==> config.mk <==
export PLATFORM = sky130hd
export DESIGN_NAME = fib_term_gen
export DESIGN_NICKNAME = d
export VERILOG_FILES = /design/src/rtl/fib_writeback_checker_pkg.sv /design/src/rtl/fib_writeback_checker_term_gen.sv
export SDC_FILE = /design/constraint.sdc
export NUM_CORES = 1
export LEC_CHECK = 0
export ABC_AREA = 1
export BUFFER_PORTS_ARGS = -buffer_cell sky130_fd_sc_hd__buf_2
export CAP_MARGIN = 25
export CORE_ASPECT_RATIO = 1.5
export CORE_MARGIN = 1
export CORE_UTILIZATION = 58
export CTS_CLUSTER_DIAMETER = 50
export DETAILED_ROUTE_END_ITERATION = 8
export GPL_TIMING_DRIVEN = 1
export PLACE_DENSITY = 0.82
export SKIP_CTS_REPAIR_TIMING = 1
export SYNTH_ARGS = -nofsm -noshare
export SYNTH_HDL_FRONTEND = slang
export SYNTH_SLANG_ARGS = --single-unit
==> constraint.sdc <==
create_clock -name clk -period 2.46 [get_ports clk]
set_input_delay 0.738 -clock clk [delete_from_list [all_inputs] [get_ports clk]]
set_output_delay 0.738 -clock clk [all_outputs]
set_load 0.02 [all_outputs]
==> src/rtl/fib_writeback_checker_pkg.sv <==
// Shared types and default widths for the Fibonacci write-back checker.
// Pulled in by the top and the term generator via import.
package fib_writeback_checker_pkg;

    localparam int DEF_DATA_W = 32;
    localparam int REG_W      = 5;
    localparam int IDX_W      = 10;

    typedef enum logic [1:0] {
        ST_IDLE  = 2'd0,
        ST_ARMED = 2'd1,
        ST_PASS  = 2'd2,
        ST_FAIL  = 2'd3
    } state_t;

endpackage

==> src/rtl/fib_writeback_checker_term_gen.sv <==
// Two-register Fibonacci recurrence. The sum wraps modulo 2^DATA_W.
// Reset and load both reseed; load takes priority over advance.
module fib_term_gen
    import fib_writeback_checker_pkg::*;
#(
    parameter int                DATA_W = DEF_DATA_W,
    parameter logic [DATA_W-1:0] SEED_A = DATA_W'(1),
    parameter logic [DATA_W-1:0] SEED_B = DATA_W'(2)
) (
    input  logic              clk,
    input  logic              reset,
    input  logic              load,
    input  logic              advance,
    output logic [DATA_W-1:0] cur,
    output logic [DATA_W-1:0] nxt
);

    always_ff @(posedge clk) begin
        if (reset || load) begin
            cur <= SEED_A;
            nxt <= SEED_B;
        end else if (advance) begin
            cur <= nxt;
            nxt <= cur + nxt;
        end
    end

endmodule

==> results.toml, run 1 <==
[critical_path]
r2r_start = "nxt[0]"
crit_fanout = 4
crit_arrival_ps = 2260
cp-end-kind = "flip-flop"
crit_required_ps = 2690
r2r_slack_ps = 430
worst-r2r-cell-count = 12
start_kind = "flip-flop"
rr_endpoint = "nxt[20]"
worstSetupPathType = "flip-flop to flip-flop"

[clock_network]
clk_path_buf_depth = 2
cts_tree = "built"
path_clk_slew_ps = 50
h-tree-depth = 3
clock_sinks = 64
cts_made_buffers = 9
root_buffer = "clkbuf_16"
clk_latency_ps = 330

[floorplanning]
die_h_um = 112
fp.dieArea_um2 = 8470
initial_core_util = 0.610
ioPinCount = 68
coreArea_um2 = 7710
die_w_um = 75.5
rows = 39

[synthesis]
synth_seq_cells = 64
yosysSeqAreaShare = 0.273
ys_top_cells_by_area = "dfxtp_1 27%, nand2_1 20%, inv_1 13%"
synth_edf_count = 0
yosysTopAreaCell = "dfxtp_1"
syn_area_um2 = 4700
synthFlopType = "dfxtp_1"
synth_top_area_frac = 0.273
yosysMostFrequentCell = "nand2_1"
syn_inst = 796
yosys_warnings = 0
ys_types = 29
synth_commonest_cells = "253 x nand2_1, 169 x inv_1, 73 x a21oi_1"
synth_nets = 832
ys_async_sr_fraction = 0
synth.avg_cell_area_um2 = 5.90

[drt]
drc = 0
drtAntennaViolNets = 0
dr_total_vias = 4933
drt_wl_total_um = 13200
wl_per_cell_um = 13.7
drtIter0Drc = 241
detail_route.first_pass.iterations = 5
vias_per_cell = 5.11

[layout]
layout-drive-gt1-share = 0.126
fin_nets = 895
antenna_cells = 0
final_area_um2 = 5440
syn2layout_area_growth_pct = 15.8

[sta]
hold_slack_ps = 481
timing.final.ws_setup_ps = 430
clock_skew_ps = 4.44
rsz0062_at_grt = "no"
fmax_mhz = 493
max_slew_margin = 0.655
drv_slew = 0
setup_viol = 0
tns_ps = 0
post-route-period-util = 0.825
hold_viol_final = 0
worst_pin_slew_ps = 517
finalCriticalPeriod_ps = 2030

[global_routing]
antenna_found_initial = 0
grt_pass1_wl_um = 20700
grt_overflow = 0
first_global_vias = 4681
grt_use_total = 0.326
grt_max_degree = 49

[place]
dp.final_hpwl_um = 9830
dpl-instance-area_um2 = 5120
portBuffers = 67
place_ws_ps = 448
gp_congestion = 1.03

[run]
maxCapViolCount = 0

[power_and_ir_drop]
vdd_ir_drop_max_v = 0.000425
p_leak_nw = 3.30
p_per_area_nw_per_um2 = 521

[worst_hold_path]
whs_endpoint = "cur[29]"
hold_path_class = "flip-flop to flip-flop"
holdPathStages = 2
hold_start = "cur[29]"

[status]
status = "finished clean"
per-stage QoR:
step                 util  power [mW]  std cells
finish              0.706        2.83        965
global route        0.706        2.94        965
CTS                 0.706        2.85        965
detailed placement  0.664        1.46        950
global placement    0.664        1.45        950
floorplan               -        1.36        796
sequential cells by signal, summed over array words and instances, names as in the netlist:
name / flops
nxt: 32
cur: 32
per-layer routing:
layer | share of wire | track usage | vias to the layer above
met5 | 0 | 0 | -
met4 | 0.049 | 0.181 | 0
met3 | 0.049 | 0.0889 | 49
met2 | 0.53 | 0.579 | 144
met1 | 0.38 | 0.329 | 2195
li1 | - | - | 2545
area by class of cell:
class	count	area, µm²
clock buffers	12	256
fillers	693	2270
multi-input cells	540	2690
well taps	102	128
clock inverters	3	65.1
repair buffers	72	373
flip-flops and latches	64	1280
inverters	172	646
worst max path at each step:
stage | start | to | slack (ps)
floorplan | cur[0] | nxt[20] | 590
global placement | cur[0] | nxt[28] | 530
detailed placement | cur[0] | nxt[20] | 450
CTS | nxt[0] | nxt[28] | 420
global route | cur[0] | nxt[20] | 260
finish | nxt[0] | nxt[20] | 430
cell usage in the layout (no fill, tap or decap), types with 2 or more instances in the layout:
cell type    n
nand2_1    253
inv_1      169
a21oi_1     73
buf_2       67
dfxtp_1     64
nor2_1      57
nand3_1     40
o21ai_0     33
ha_1        31
xor2_1      14
nand2_2     10
clkbuf_16    9
nand3_2      5
o21ai_1      5
buf_4        5
nor2_2       3
o21bai_1     3
nand4_1      3
inv_2        2
nor3_1       2
clkbuf_8     2
bufinv_16    2
cells by family after synthesis:
logic type	after synthesis	synth area share
simple gates	376	0.330
buf+inv	192	0.154
xor+xnor	15	0.0280
flops	64	0.273
compound gates	117	0.128
fa+ha+maj	32	0.0868
report_power, final:
part / total, mW / switching [mW] / internal (mW)
logic: 0.337 / 0.229 / 0.108
registers: 1.10 / 0.0299 / 1.07
clock network: 1.39 / 0.458 / 0.935
critical path, cell delays in order (launching register included):
cell,delay [ps]
dfxtp_1,340
ha_1,240
fa_1,450
nand3_1,110
nand3_1,140
nand3_1,130
nand3_2,120
nand3_1,120
nand2_1,50
nand2_1,50
nand3_1,60
nand2_1,80
inv_1,40
Power figures use the tool's default switching activity.
==> inputs of run 2 (changes only) <==
--- a/config.mk
+++ b/config.mk
@@ -10,11 +10,11 @@
 export CAP_MARGIN = 25
 export CORE_ASPECT_RATIO = 1.5
 export CORE_MARGIN = 1
-export CORE_UTILIZATION = 58
+export CORE_UTILIZATION = 53
 export CTS_CLUSTER_DIAMETER = 50
 export DETAILED_ROUTE_END_ITERATION = 8
 export GPL_TIMING_DRIVEN = 1
-export PLACE_DENSITY = 0.82
+export PLACE_DENSITY = 0.79
 export SKIP_CTS_REPAIR_TIMING = 1
 export SYNTH_ARGS = -nofsm -noshare
 export SYNTH_HDL_FRONTEND = slang
==> constraint.sdc (replaced) <==
create_clock -name clk -period 1.8 [get_ports clk]
set_input_delay 0.54 -clock clk [delete_from_list [all_inputs] [get_ports clk]]
set_output_delay 0.54 -clock clk [all_outputs]
set_load 0.02 [all_outputs]
==> run 2 against run 1 <==
  * The run now ends with negative setup slack left
  * Clock skew is 0.98 ps higher
  * First-iteration DRC count is 17% higher
  * Count of clock-buffer cells in the layout is 2 higher
  * Hold slack better by 12 ps
  * Via count is 6.6% higher
  * Sequential share of layout area is 2.8 points lower
  * Critical path depth stayed put
  * Highest routed layer unchanged
==> results.toml, run 2 (synthesized netlist as in run 1, its figures left out) <==
[status]
status = "finished, violations left"
failed_checks = "negative setup slack"

[clock_network]
h-tree-depth = 3
clock_sinks = 64
clk_latency_ps = 350
cts_made_buffers = 9
root_buffer = "clkbuf_16"
cts_tree = "built"
path_clk_slew_ps = 60
clk_path_buf_depth = 2

[floorplanning]
die_w_um = 78.9
fp.dieArea_um2 = 9260
ioPinCount = 68
coreArea_um2 = 8520
rows = 41
die_h_um = 117
initial_core_util = 0.552

[sta]
fmax_mhz = 522
clock_skew_ps = 5.43
finalCriticalPeriod_ps = 1920
drv_slew = 0
setup_viol = 10
worst_pin_slew_ps = 384
hold_slack_ps = 493
rsz0062_at_grt = "yes"
timing.final.ws_setup_ps = -116
hold_viol_final = 0
tns_ps = -612
post-route-period-util = 1.06
max_slew_margin = 0.744

[place]
dp.cells = 987
dp.final_hpwl_um = 10400
portBuffers = 67
gp_congestion = 0.951

[drt]
vias_per_cell = 5.23
drtAntennaViolNets = 0
drt_wl_total_um = 15000
drtIter0Drc = 281
dr_total_vias = 5257
drc = 0
wl_per_cell_um = 15.0
detail_route.first_pass.iterations = 5

[critical_path]
startpoint = "nxt[0]"
worstSetupPathType = "flip-flop to flip-flop"
crit_fanout = 4
r2r_slack_ps = -120
r2r_start = "nxt[0]"
crit_arrival_ps = 2150
cp-end-kind = "flip-flop"
cpMostUsedCell = "nand2_1"
max_stage_delay_ps = 440
crit_required_ps = 2040
critical-path-slowest-cell = "fa_2"
path_cells = "ha_4, fa_2, nand3_2, nand3_4, nand2_2, nand2_4, nand2_1, nand2_1, nand2_1, nand2_1, o21ai_1, inv_1"
start_kind = "flip-flop"

[layout]
layout-drive-gt1-share = 0.295
antenna_cells = 0
fin_nets = 929
syn2layout_area_growth_pct = 35.2
utilization = 0.746
stdcell_count = 1005
layout_common_cells = "224 x nand2_1, 167 x inv_1, 67 x buf_2"
reg.largest.list = "cur x32, nxt x32"
final_common_cell = "nand2_1"

[run]
maxCapViolCount = 0

[global_routing]
grt_max_degree = 63
grt_overflow = 0
antenna_found_initial = 0
grt_use_total = 0.308
first_global_vias = 4997
grt_pass1_wl_um = 22400

[power_and_ir_drop]
p_leak_nw = 3.52
vdd_ir_drop_max_v = 0.000606
p_per_area_nw_per_um2 = 650
power.total_mw = 4.13

[worst_hold_path]
hold_start = "cur[30]"
hold_path_class = "flip-flop to flip-flop"
==> run 2: cell count changes in the layout (fill, tap and decap cells not counted), sizes merged <==
cell    previous run  this run
buf               72       106
clkbuf            12        14
clkinv             2         1
==> run 2: final timing paths <==
path,to,cells after the start
min reg2reg,cur[30],2
max reg2reg,nxt[16],12
max,nxt[16],12
min,cur[30],2
==> run 2: final cells by class <==
class | instances | area (µm²)
Clock buffer | 14 | 274
Clock inverter | 2 | 60.1
Fill cell | 680 | 2160
Inverter | 172 | 646
Multi-Input combinational cell | 540 | 3270
Sequential cell | 64 | 1320
Tap cell | 107 | 134
Timing Repair Buffer | 106 | 653
==> run 2: worst max-delay path: cells and delay by family, from the launching register on <==
family / cells / cell delay (ps)
flops: 1 / 330
buf+inv: 1 / 60
compound gates: 1 / 140
simple gates: 8 / 680
fa+ha+maj: 2 / 600
==> run 2: stage by stage <==
stage	setup slack, ps	cell area, µm²
after CTS	-185	5730
after global routing	-193	6350
after global placement	-158	5400
final	-116	6350
after floorplan	30.6	4700
after detailed placement	-163	5400
==> run 2: routing by layer <==
layer / global-route usage / up-vias / routed length [µm]
met5: 0 / - / 0
li1: - / 2625 / -
met3: 0.0405 / 52 / 542
met4: 0.164 / 0 / 759
met1: 0.336 / 2431 / 5730
met2: 0.561 / 149 / 8000
==> run 2: power breakdown <==
group	internal, mW	switching [mW]	leakage, nW	total (mW)
Sequential	1.47	0.0588	0.534	1.53
Clock	1.33	0.680	0.163	2.01
Combinational	0.237	0.355	2.82	0.593
==> inputs of run 3 (changes only) <==
--- a/config.mk
+++ b/config.mk
@@ -15,6 +15,7 @@
 export DETAILED_ROUTE_END_ITERATION = 8
 export GPL_TIMING_DRIVEN = 1
 export PLACE_DENSITY = 0.79
+export SETUP_SLACK_MARGIN = 0.05
 export SKIP_CTS_REPAIR_TIMING = 1
 export SYNTH_ARGS = -nofsm -noshare
 export SYNTH_HDL_FRONTEND = slang
==> run 3 against run 2 <==
  * The run still ends with negative setup slack left
  * Total power decreased by 2.3%
  * Sequential cell count unchanged
  * Critical path depth decreased by 1
  * Wire length increased by 0.82%
  * Critical path type unchanged
==> results.toml, run 3 (synthesized netlist as in run 1, its figures left out) <==
[status]
status = "finished, violations left"
failed_checks = "negative setup slack"

[power_and_ir_drop]
p_leak_nw = 3.62
vdd_ir_drop_max_v = 0.000501
power.total_mw = 4.04
p_per_area_nw_per_um2 = 616

[critical_path]
crit_required_ps = 2030
cpMostUsedCell = "nand2_1"
critPathBufInv = 2
path_cells = "ha_4, fa_2, buf_4, nand3_1, nand3_2, nand2_1, nand2_2, nand2_1, nand2_1, o21ai_1, inv_1"
critical-path-slowest-cell = "fa_2"
crit_arrival_ps = 2110
cp-end-kind = "flip-flop"
worstSetupPathType = "flip-flop to flip-flop"
crit_fanout = 3
max_stage_delay_ps = 410
start_kind = "flip-flop"
critPathTopFamily = "adder cells"

[sta]
clock_skew_ps = 6.31
fmax_mhz = 531
tns_ps = -428
drv_slew = 0
finalCriticalPeriod_ps = 1880
setup_viol = 10
max_slew_margin = 0.671
post-route-period-util = 1.05
hold_viol_final = 0
rsz0062_at_grt = "yes"
timing.final.ws_setup_ps = -82.6
worst_pin_slew_ps = 494

[drt]
drt_wl_total_um = 15200
drtIter0Drc = 255
drc = 0
drtAntennaViolNets = 0
dr_total_vias = 5294
wl_per_cell_um = 14.9
vias_per_cell = 5.21
detail_route.first_pass.iterations = 5

[clock_network]
path_clk_slew_ps = 60
root_buffer = "clkbuf_16"
h-tree-depth = 3
cts_tree = "built"
clk_path_buf_depth = 2
cts_made_buffers = 9
clock_sinks = 64
clk_latency_ps = 340

[global_routing]
antenna_found_initial = 0
busiest_layer = "met2"
grt_overflow = 0
grt_use_met2 = 0.563
grt_pass1_wl_um = 21700
grt_util_met3 = 0.0436
first_global_vias = 4853
grt_use_total = 0.296
grtUsageMet1 = 0.315
grt_max_degree = 81

[layout]
ff_latch_area_um2 = 1330
antenna_cells = 0
stdcell_count = 1016
syn2layout_area_growth_pct = 39.6
fillers = 638
final_area_um2 = 6560
multi_input_area_um2 = 3390
reg.largest.list = "cur x32, nxt x32"
layout_common_cells = "214 x nand2_1, 166 x inv_1, 67 x buf_2"
fin_nets = 940
final_common_cell = "nand2_1"
layout-drive-gt1-share = 0.331

[run]
maxCapViolCount = 0

[worst_hold_path]
hold_path_class = "flip-flop to flip-flop"

[place]
place_ws_ps = -204
dpl-instance-area_um2 = 5460
portBuffers = 67
gp_congestion = 1.02
dp.final_hpwl_um = 10100
dp.cells = 995

[floorplanning]
initial_core_util = 0.552
die_h_um = 117
die_w_um = 78.9
rows = 41
ioPinCount = 68
fp.dieArea_um2 = 9260
coreArea_um2 = 8520
run 3: changes by cell type in the layout (fill, tap and decap cells not counted), moves of 3 or more:
cell,delta
a21oi_1,-5
a21oi_4,+3
buf_4,+11
clkinv_2,+3
dfxtp_1,-6
dfxtp_2,+5
nand2_1,-10
nand2_2,+5
nand2_4,+5
nor2_2,-3
nor2_4,+5
o21ai_0,-5
o21ai_1,+6
run 3: path summary, 6_finish.rpt:
path,startpoint,to,slack (ps),cells after the start
setup / recovery,nxt[0],nxt[18],-80,11
hold / removal,cur[29],cur[29],480,2
setup reg to reg,nxt[0],nxt[18],-80,11
hold reg to reg,cur[29],cur[29],480,2
run 3: worst reg2reg max path, stage by stage, from the launching register on:
cell and delay, ps:
dfxtp_2 330, ha_4 160, fa_2 420, buf_4 160, nand3_1 80, nand3_2 130
nand2_1 110, nand2_2 70, nand2_1 60, nand2_1 50, o21ai_1 160, inv_1 50
run 3: per-stage QoR:
stage | util | hold slack, ps
after floorplan | - | 509
after detailed placement | 0.641 | 475
after global routing | 0.770 | 513
final | 0.770 | 482
after global placement | 0.641 | 467
after CTS | 0.679 | 485
run 3: layout make-up:
class,instances,share of cell area
clock inverters,6,0.0126
multi-input cells,540,0.517
flip-flops and latches,64,0.203
well taps,107,0.0204
repair buffers,117,0.112
clock buffers,10,0.0364
inverters,172,0.0984
run 3: report_power, final:
part           switching [mW]  internal (mW)  total (mW)
Clock                   0.656           1.24        1.90
Combinational           0.362          0.249       0.610
Sequential             0.0572           1.47        1.53
Total                    1.08           2.96        4.04
run 3: layer usage:
layer  wire, µm  up-vias  share of wire
li1           -     2648              -
met2       8200      155           0.54
met1       5900     2451           0.39
met5          0        -              0
met3        541       40          0.036
met4        514        0          0.034
